`src/rtl/lvtram_port_arbiter_if.sv`:
```
// Requester-side and RAM-side signal bundle for the LVT RAM port arbiter.
// slave: the arbiter's view; master: the requesters/RAM (testbench) view.
interface lvtram_port_arbiter_if #(
    parameter int NUM_REQ           = 4,
    parameter int NUM_OF_READ_PORT  = 2,
    parameter int NUM_OF_WRITE_PORT = 2,
    parameter int RAM_WIDTH         = 64,
    parameter int RAM_DEPTH         = 128,
    parameter int RAM_WIDTH_BYTE    = RAM_WIDTH / 8,
    parameter int RAM_IDX_WIDTH     = $clog2(RAM_DEPTH)
);
    // requester side
    logic [NUM_REQ-1:0]                         req_valid;
    logic [NUM_REQ-1:0]                         req_ready;
    logic [NUM_REQ-1:0]                         req_we;
    logic [NUM_REQ-1:0][RAM_IDX_WIDTH-1:0]      req_idx;
    logic [NUM_REQ-1:0][RAM_WIDTH-1:0]          req_data;
    logic [NUM_REQ-1:0][RAM_WIDTH_BYTE-1:0]     req_mask;
    logic [NUM_REQ-1:0]                         resp_valid;
    logic [NUM_REQ-1:0][RAM_WIDTH-1:0]          resp_data;
    logic                                       init_busy;

    // RAM side
    logic [NUM_OF_READ_PORT-1:0]                      r_en;
    logic [NUM_OF_READ_PORT-1:0][RAM_IDX_WIDTH-1:0]   r_ram_idx;
    logic [NUM_OF_READ_PORT-1:0][RAM_WIDTH-1:0]       r_data;
    logic [NUM_OF_WRITE_PORT-1:0]                     w_en;
    logic [NUM_OF_WRITE_PORT-1:0][RAM_IDX_WIDTH-1:0]  w_ram_idx;
    logic [NUM_OF_WRITE_PORT-1:0][RAM_WIDTH-1:0]      w_data;
    logic [NUM_OF_WRITE_PORT-1:0][RAM_WIDTH_BYTE-1:0] w_mask;

    modport slave (
        input  req_valid, req_we, req_idx, req_data, req_mask, r_data,
        output req_ready, resp_valid, resp_data, init_busy,
               r_en, r_ram_idx, w_en, w_ram_idx, w_data, w_mask
    );

    modport master (
        output req_valid, req_we, req_idx, req_data, req_mask, r_data,
        input  req_ready, resp_valid, resp_data, init_busy,
               r_en, r_ram_idx, w_en, w_ram_idx, w_data, w_mask
    );
endinterface

```
`src/rtl/lvtram_port_arbiter.sv`:
```
// Round-robin arbiter sharing the read/write ports of a multi-port LVT RAM
// among NUM_REQ requesters. Read data returns one cycle after grant; a write
// granted in the same cycle as a read of the same index is merged into the
// returned data, so the RAM itself needs no write-to-read bypass.
// Optional: define LVTRAM_ARB_INIT_EN to zero-fill the RAM after reset.
module lvtram_port_arbiter #(
    parameter int NUM_REQ           = 4,
    parameter int NUM_OF_READ_PORT  = 2,
    parameter int NUM_OF_WRITE_PORT = 2,
    parameter int RAM_WIDTH         = 64,
    parameter int RAM_DEPTH         = 128,
    parameter int RAM_WIDTH_BYTE    = RAM_WIDTH / 8,
    parameter int RAM_IDX_WIDTH     = $clog2(RAM_DEPTH)
) (
    input logic                  clock,
    input logic                  reset,
    lvtram_port_arbiter_if.slave bus
);
    localparam int RQW = (NUM_REQ > 1) ? $clog2(NUM_REQ) : 1;
    localparam int NR  = NUM_OF_READ_PORT;
    localparam int NW  = NUM_OF_WRITE_PORT;

    logic                              run;
    logic [RQW-1:0]                    rr_ptr, rr_next;
    logic [NR-1:0][RQW-1:0]            rd_owner;
    logic [NR-1:0][RAM_WIDTH-1:0]      byp_data_d, byp_bmask_d;

    // one entry per read port: who asked, plus same-cycle write data to merge
    logic [NR-1:0]                     rsp_vld;
    logic [NR-1:0][RQW-1:0]            rsp_req;
    logic [NR-1:0][RAM_WIDTH-1:0]      byp_data, byp_bmask;
    logic [NUM_REQ-1:0][RAM_WIDTH-1:0] resp_hold;

`ifdef LVTRAM_ARB_INIT_EN
    typedef enum logic {ST_INIT, ST_RUN} state_t;
    state_t                 state, state_next;
    logic [RAM_IDX_WIDTH:0] cnt, cnt_next;

    // sweep state register; reset restarts the sweep from index 0
    always_ff @(posedge clock or posedge reset) begin
        if (reset) begin
            state <= ST_INIT;
            cnt   <= '0;
        end else begin
            state <= state_next;
            cnt   <= cnt_next;
        end
    end

    // advance the sweep one write-port-width per cycle, then run forever
    always_comb begin
        state_next = state;
        cnt_next   = cnt;
        if (state == ST_INIT) begin
            if (int'(cnt) + NW >= RAM_DEPTH) begin
                state_next = ST_RUN;
                cnt_next   = '0;
            end else begin
                cnt_next = cnt + (RAM_IDX_WIDTH+1)'(NW);
            end
        end
    end

    assign run           = (state == ST_RUN);
    assign bus.init_busy = (state == ST_INIT);
`else
    assign run           = 1'b1;
    assign bus.init_busy = 1'b0;
`endif

    // round-robin scan: each valid request takes the lowest free port of its kind
    always_comb begin
        logic [RQW-1:0] req;
        logic           taken;
        logic           conflict;
        bus.req_ready = '0;
        bus.r_en      = '0;
        bus.r_ram_idx = '0;
        bus.w_en      = '0;
        bus.w_ram_idx = '0;
        bus.w_data    = '0;
        bus.w_mask    = '0;
        rd_owner      = '0;
        rr_next       = rr_ptr;
        req           = '0;
        taken         = 1'b0;
        conflict      = 1'b0;
        if (!run) begin
`ifdef LVTRAM_ARB_INIT_EN
            for (int k = 0; k < NW; k++) begin
                if (int'(cnt) + k < RAM_DEPTH) begin
                    bus.w_en[k]      = 1'b1;
                    bus.w_ram_idx[k] = RAM_IDX_WIDTH'(int'(cnt) + k);
                    bus.w_mask[k]    = '1;
                end
            end
`endif
        end else begin
            for (int k = 0; k < NUM_REQ; k++) begin
                req   = RQW'((int'(rr_ptr) + k) % NUM_REQ);
                taken = 1'b0;
                if (bus.req_valid[req] && !bus.req_we[req]) begin
                    for (int p = 0; p < NR; p++) begin
                        if (!taken && !bus.r_en[p]) begin
                            bus.r_en[p]      = 1'b1;
                            bus.r_ram_idx[p] = bus.req_idx[req];
                            rd_owner[p]      = req;
                            taken            = 1'b1;
                        end
                    end
                end else if (bus.req_valid[req]) begin
                    // two writes to one index in a cycle would race in the RAM
                    conflict = 1'b0;
                    for (int j = 0; j < NW; j++)
                        if (bus.w_en[j] && bus.w_ram_idx[j] == bus.req_idx[req])
                            conflict = 1'b1;
                    for (int j = 0; j < NW; j++) begin
                        if (!conflict && !taken && !bus.w_en[j]) begin
                            bus.w_en[j]      = 1'b1;
                            bus.w_ram_idx[j] = bus.req_idx[req];
                            bus.w_data[j]    = bus.req_data[req];
                            bus.w_mask[j]    = bus.req_mask[req];
                            taken            = 1'b1;
                        end
                    end
                end
                if (taken) begin
                    bus.req_ready[req] = 1'b1;
                    rr_next            = RQW'((int'(req) + 1) % NUM_REQ);
                end
            end
        end
    end

    // capture granted same-cycle writes that hit a granted read's index
    always_comb begin
        byp_data_d  = '0;
        byp_bmask_d = '0;
        for (int p = 0; p < NR; p++)
            for (int j = 0; j < NW; j++)
                if (bus.r_en[p] && bus.w_en[j] && bus.r_ram_idx[p] == bus.w_ram_idx[j]) begin
                    byp_data_d[p] = bus.w_data[j];
                    for (int b = 0; b < RAM_WIDTH_BYTE; b++)
                        byp_bmask_d[p][8*b +: 8] = {8{bus.w_mask[j][b]}};
                end
    end

    // pointer and response-routing registers
    always_ff @(posedge clock or posedge reset) begin
        if (reset) begin
            rr_ptr    <= '0;
            rsp_vld   <= '0;
            rsp_req   <= '0;
            byp_data  <= '0;
            byp_bmask <= '0;
            resp_hold <= '0;
        end else begin
            rr_ptr    <= rr_next;
            rsp_vld   <= bus.r_en;
            rsp_req   <= rd_owner;
            byp_data  <= byp_data_d;
            byp_bmask <= byp_bmask_d;
            resp_hold <= bus.resp_data;
        end
    end

    // route returning RAM data to its requester; otherwise hold the last value
    always_comb begin
        bus.resp_valid = '0;
        bus.resp_data  = resp_hold;
        for (int p = 0; p < NR; p++)
            if (rsp_vld[p]) begin
                bus.resp_valid[rsp_req[p]] = 1'b1;
                bus.resp_data[rsp_req[p]]  = (byp_data[p] & byp_bmask[p]) |
                                             (bus.r_data[p] & ~byp_bmask[p]);
            end
    end
endmodule

```
`src/flat_wrapper.sv`:
```
// flat-port wrapper written by rule: the top's interface ports become plain ports
module lvtram_port_arbiter_flat 
#(
    parameter int NUM_REQ           = 4,
    parameter int NUM_OF_READ_PORT  = 2,
    parameter int NUM_OF_WRITE_PORT = 2,
    parameter int RAM_WIDTH         = 64,
    parameter int RAM_DEPTH         = 128,
    parameter int RAM_WIDTH_BYTE    = RAM_WIDTH / 8,
    parameter int RAM_IDX_WIDTH     = $clog2(RAM_DEPTH)
)
  (clock, reset, bus_req_valid, bus_req_we, bus_req_idx, bus_req_data, bus_req_mask, bus_r_data, bus_req_ready, bus_resp_valid, bus_resp_data, bus_init_busy, bus_r_en, bus_r_ram_idx, bus_w_en, bus_w_ram_idx, bus_w_data, bus_w_mask);
  lvtram_port_arbiter_if #(.NUM_REQ(NUM_REQ), .NUM_OF_READ_PORT(NUM_OF_READ_PORT), .NUM_OF_WRITE_PORT(NUM_OF_WRITE_PORT), .RAM_WIDTH(RAM_WIDTH), .RAM_DEPTH(RAM_DEPTH), .RAM_WIDTH_BYTE(RAM_WIDTH_BYTE), .RAM_IDX_WIDTH(RAM_IDX_WIDTH)) bus_i ();
  input logic clock;
  input logic reset;
  input wire logic [$bits(bus_i.req_valid)-1:0] bus_req_valid;
  input wire logic [$bits(bus_i.req_we)-1:0] bus_req_we;
  input wire logic [$bits(bus_i.req_idx)-1:0] bus_req_idx;
  input wire logic [$bits(bus_i.req_data)-1:0] bus_req_data;
  input wire logic [$bits(bus_i.req_mask)-1:0] bus_req_mask;
  input wire logic [$bits(bus_i.r_data)-1:0] bus_r_data;
  output wire logic [$bits(bus_i.req_ready)-1:0] bus_req_ready;
  output wire logic [$bits(bus_i.resp_valid)-1:0] bus_resp_valid;
  output wire logic [$bits(bus_i.resp_data)-1:0] bus_resp_data;
  output wire logic [$bits(bus_i.init_busy)-1:0] bus_init_busy;
  output wire logic [$bits(bus_i.r_en)-1:0] bus_r_en;
  output wire logic [$bits(bus_i.r_ram_idx)-1:0] bus_r_ram_idx;
  output wire logic [$bits(bus_i.w_en)-1:0] bus_w_en;
  output wire logic [$bits(bus_i.w_ram_idx)-1:0] bus_w_ram_idx;
  output wire logic [$bits(bus_i.w_data)-1:0] bus_w_data;
  output wire logic [$bits(bus_i.w_mask)-1:0] bus_w_mask;
  assign bus_i.req_valid = bus_req_valid;
  assign bus_i.req_we = bus_req_we;
  assign bus_i.req_idx = bus_req_idx;
  assign bus_i.req_data = bus_req_data;
  assign bus_i.req_mask = bus_req_mask;
  assign bus_i.r_data = bus_r_data;
  assign bus_req_ready = bus_i.req_ready;
  assign bus_resp_valid = bus_i.resp_valid;
  assign bus_resp_data = bus_i.resp_data;
  assign bus_init_busy = bus_i.init_busy;
  assign bus_r_en = bus_i.r_en;
  assign bus_r_ram_idx = bus_i.r_ram_idx;
  assign bus_w_en = bus_i.w_en;
  assign bus_w_ram_idx = bus_i.w_ram_idx;
  assign bus_w_data = bus_i.w_data;
  assign bus_w_mask = bus_i.w_mask;
  lvtram_port_arbiter #(.NUM_REQ(NUM_REQ), .NUM_OF_READ_PORT(NUM_OF_READ_PORT), .NUM_OF_WRITE_PORT(NUM_OF_WRITE_PORT), .RAM_WIDTH(RAM_WIDTH), .RAM_DEPTH(RAM_DEPTH), .RAM_WIDTH_BYTE(RAM_WIDTH_BYTE), .RAM_IDX_WIDTH(RAM_IDX_WIDTH)) u_core (.clock(clock), .reset(reset), .bus(bus_i));
endmodule
```
`config.mk`:
```
export PLATFORM = sky130hd
export DESIGN_NAME = lvtram_port_arbiter_flat
export DESIGN_NICKNAME = d
export VERILOG_FILES = /design/src/rtl/lvtram_port_arbiter_if.sv /design/src/rtl/lvtram_port_arbiter.sv /design/src/flat_wrapper.sv
export SDC_FILE = /design/constraint.sdc
export NUM_CORES = 2
export LEC_CHECK = 0
export ABC_AREA = 1
export CAP_MARGIN = 10
export CORE_AREA = 2 2 347 349
export DETAILED_ROUTE_END_ITERATION = 8
export DIE_AREA = 0 0 349 351
export PLACE_DENSITY_LB_ADDON = 0.2
export SLEW_MARGIN = 20
export SYNTH_ARGS = -nofsm -noshare
export SYNTH_HDL_FRONTEND = slang
export SYNTH_SLANG_ARGS = --single-unit
export TNS_END_PERCENT = 20
```
`constraint.sdc`:
```
create_clock -name clock -period 19.8 [get_ports clock]
set_input_delay 1.98 -clock clock [delete_from_list [all_inputs] [get_ports clock]]
set_output_delay 1.98 -clock clock [all_outputs]
set_load 0.05 [all_outputs]
```
==> flow_summary.ini <==
[route]
drt_wl_total_um = 183000
post-route-drc-count = 0
vias_per_cell = 5.31
wl_per_cell_um = 26.7
ant_nets = 0
vias = 36345
firstDrtPassIters = 6
first_iter_violations = 3643

[setup_path]
cp.required_ns = 17.82
rrSetupSlack_ns = 9.86
r2r-end = u_core.byp_data[103]
r2r-start = u_core.rr_ptr[0]
reg2reg_depth = 31
critPathLaunch = u_core.rr_ptr[0]
critical_path_class = reg -> out
critPathCapture = bus_w_data[106]
path_max_fanout = 85
worstSetupEndpointType = output pin
crit_arrival_ns = 9.57
start_kind = flip-flop

[yosys]
avgSynthCellArea_sq_um = 6.71
yosysUniqueCellTypes = 52
netlist.area_leader.share_pct = 33.1
synth_area_sq_um = 30800
synthArstFlopShare_pct = 100
ys_seq_area_share_pct = 33.1
synthFlopType = dfrtp_1
yosys_register_bits = 408
synthTopCellsByArea = dfrtp_1 33%, nand2_1 16%, o21ai_0 14%, mux2i_1 6.6%, a21oi_1 5.5%
yosysWarnings = 0
synth_edf_count = 0
synth_cells = 4589
syn_nets = 5049
synth_top_area_cell = dfrtp_1

[status]
run_status = finished clean

[finish]
final_common_cell = nand2_1
drive_gt1_share_pct = 5.56
fin_nets = 5691
multi_input_area_sq_um = 17900
area_growth_pct = 38.4
fillers = 12604
final_cell_mix = 1,320 x nand2_1, 893 x clkdlybuf4s50_1, 872 x o21ai_0
seq_area_sq_um = 10200

[sta]
max_slew_margin_pct = 19.9
fin_setup_tns_ns = 0
finalHoldViolations = 0
setup_viol = 0
rsz0062_at_grt = false
finalCritPeriodShare_pct = 58.3
worst_pin_slew_ns = 1.20
worst_slack_ns = 8.25
period_minus_slack_ns = 11.55
slew_viol_final = 0
fin_worst_skew_ns = 0.0720
fmax_ghz = 0.0866

[clock_tree]
cts-htree-levels = 2
numClockSinks = 408
cts_setup_buffers = 0
hold_buffers = 0
cts_buffer_depth = 3
clk_latency_ns = 0.65
ctsResizeCount = 0
clock-root-buffer = clkbuf_16
numCtsBuffers = 50
cts.clk_slew.worst_paths_ns = 0.07
cts_tree = yes

[floorplanning]
chipHeight_um = 351
std_cell_rows = 127
dieArea_sq_um = 122000
start_util_pct = 25.9
core_sq_um = 119000
die_w_um = 349
io_pins = 895

[grt]
grt_usage_pct = 28.3
grt_start_max_net_pins = 131
grt_overflow = 0
grt_pass1_wl_um = 254000
grt_antenna_before_repair = 38
grt_pass1_vias = 33232

[placed_design]
dpl_worst_slack_ns = 8.98
place_congestion = 0.957
io_buffers = 893
dp_hpwl_um = 139000

[worst_hold_path]
hold_class = reg -> reg

[flow_run]
cap_violations = 0
[layout make-up]
cell class | count | share of cell area, %
multi-input combinational | 3479 | 41.9
timing repair buffer | 954 | 22.1
inverter | 338 | 3.03
sequential | 408 | 24.0
antenna | 25 | 0.147
clock buffer | 68 | 3.33
clock inverter | 24 | 1.04
tap | 1548 | 4.54
[layer usage]
layer	vias up	wire length (um)	global-route usage (%)	part of all wire, %
li1	16875	-	-	-
met1	17406	82300	40.4	45
met2	1783	78200	42.4	43
met3	257	16100	6.35	8.8
met4	24	6110	8.49	3.3
met5	-	153	0	0.084
[kinds of logic (layout without fill, tap and decap cells)]
logic type / count (synthesis) / after routing / synth area share (%)
other cells: 1 / 26 / 0.0122
simple gates: 1711 / 1711 / 22.5
mux: 202 / 202 / 6.56
xor+xnor: 8 / 8 / 0.227
fa+ha+maj: 6 / 6 / 0.244
flops: 408 / 408 / 33.1
buf+inv: 702 / 1384 / 9.07
compound gates: 1551 / 1551 / 28.2
[worst max-delay path, stage by stage, from the launching register on]
cell and delay (ns):
dfrtp_4 0.93, inv_2 0.51, buf_4 0.34, ha_4 0.56, buf_4 0.70, inv_6 0.39, o21ai_1 0.58, inv_1 0.12
nand2_1 0.09, nand2_1 0.08, nand2_2 0.08, nor2_2 0.05, nand2_4 0.12, nand2_4 0.30, inv_2 0.26, o211ai_1 0.14
inv_2 0.08, nand3_1 0.13, nand3_2 0.12, nand4_4 0.16, nor2_4 0.66, buf_4 0.72, nor2_1 0.08, a21oi_1 0.55
clkdlybuf4s50_1 0.94
[registers in the layout, summed over array words and instances, names as in the netlist]
| signal | count |
|---|---|
| u_core.resp_hold | 256 |
| u_core.byp_bmask | 16 |
| u_core.rsp_req | 4 |
| u_core.rsp_vld | 2 |
| u_core.byp_data | 128 |
| u_core.rr_ptr | 2 |
[through the flow]
step | hold WS [ns] | util, % | std cells | cell area, sq um
global route | 0.549 | 35.8 | 6837 | 42600
CTS | 0.514 | 35.8 | 6819 | 42600
floorplan | 0.786 | - | 4589 | 30800
finish | 0.516 | 35.8 | 6844 | 42600
detailed placement | 0.496 | 34.2 | 6727 | 40700
global placement | 0.494 | 34.2 | 6727 | 40700
[worst min-delay path by stage]
stage / from / end / cells past startpoint
6_report: u_core.resp_hold[18] / u_core.resp_hold[18] / 2
5_1_grt: u_core.resp_hold[58] / u_core.resp_hold[58] / 2
4_1_cts: u_core.resp_hold[18] / u_core.resp_hold[18] / 2
3_5_place_dp: u_core.resp_hold[18] / u_core.resp_hold[18] / 2
3_3_place_gp: u_core.resp_hold[85] / u_core.resp_hold[85] / 2
2_1_floorplan: u_core.resp_hold[111] / u_core.resp_hold[111] / 2
[Yosys cell counts, drive strengths merged (2+ instances only)]
cell and number:
o2111ai 5, a22oi 5, dfrtp 408, o21ai 910
a21oi 342, clkbuf 273, o221a 66, buf 91
xor2 8, clkinv 6, a31oi 18, a21boi 3
o211ai 91, a2111oi 4, nand4 9, and2 5
o41ai 2, nand3 204, o21a 8, or2 15
o221ai 9, nor3 13, nor2 129, nand2 1334
mux2i 202, inv 332, o22ai 79, ha 6
a221o 4
Power is left out: the tool's default activity adds up to more than one toggle a clock period on the data nets, which glitch-free logic cannot reach.
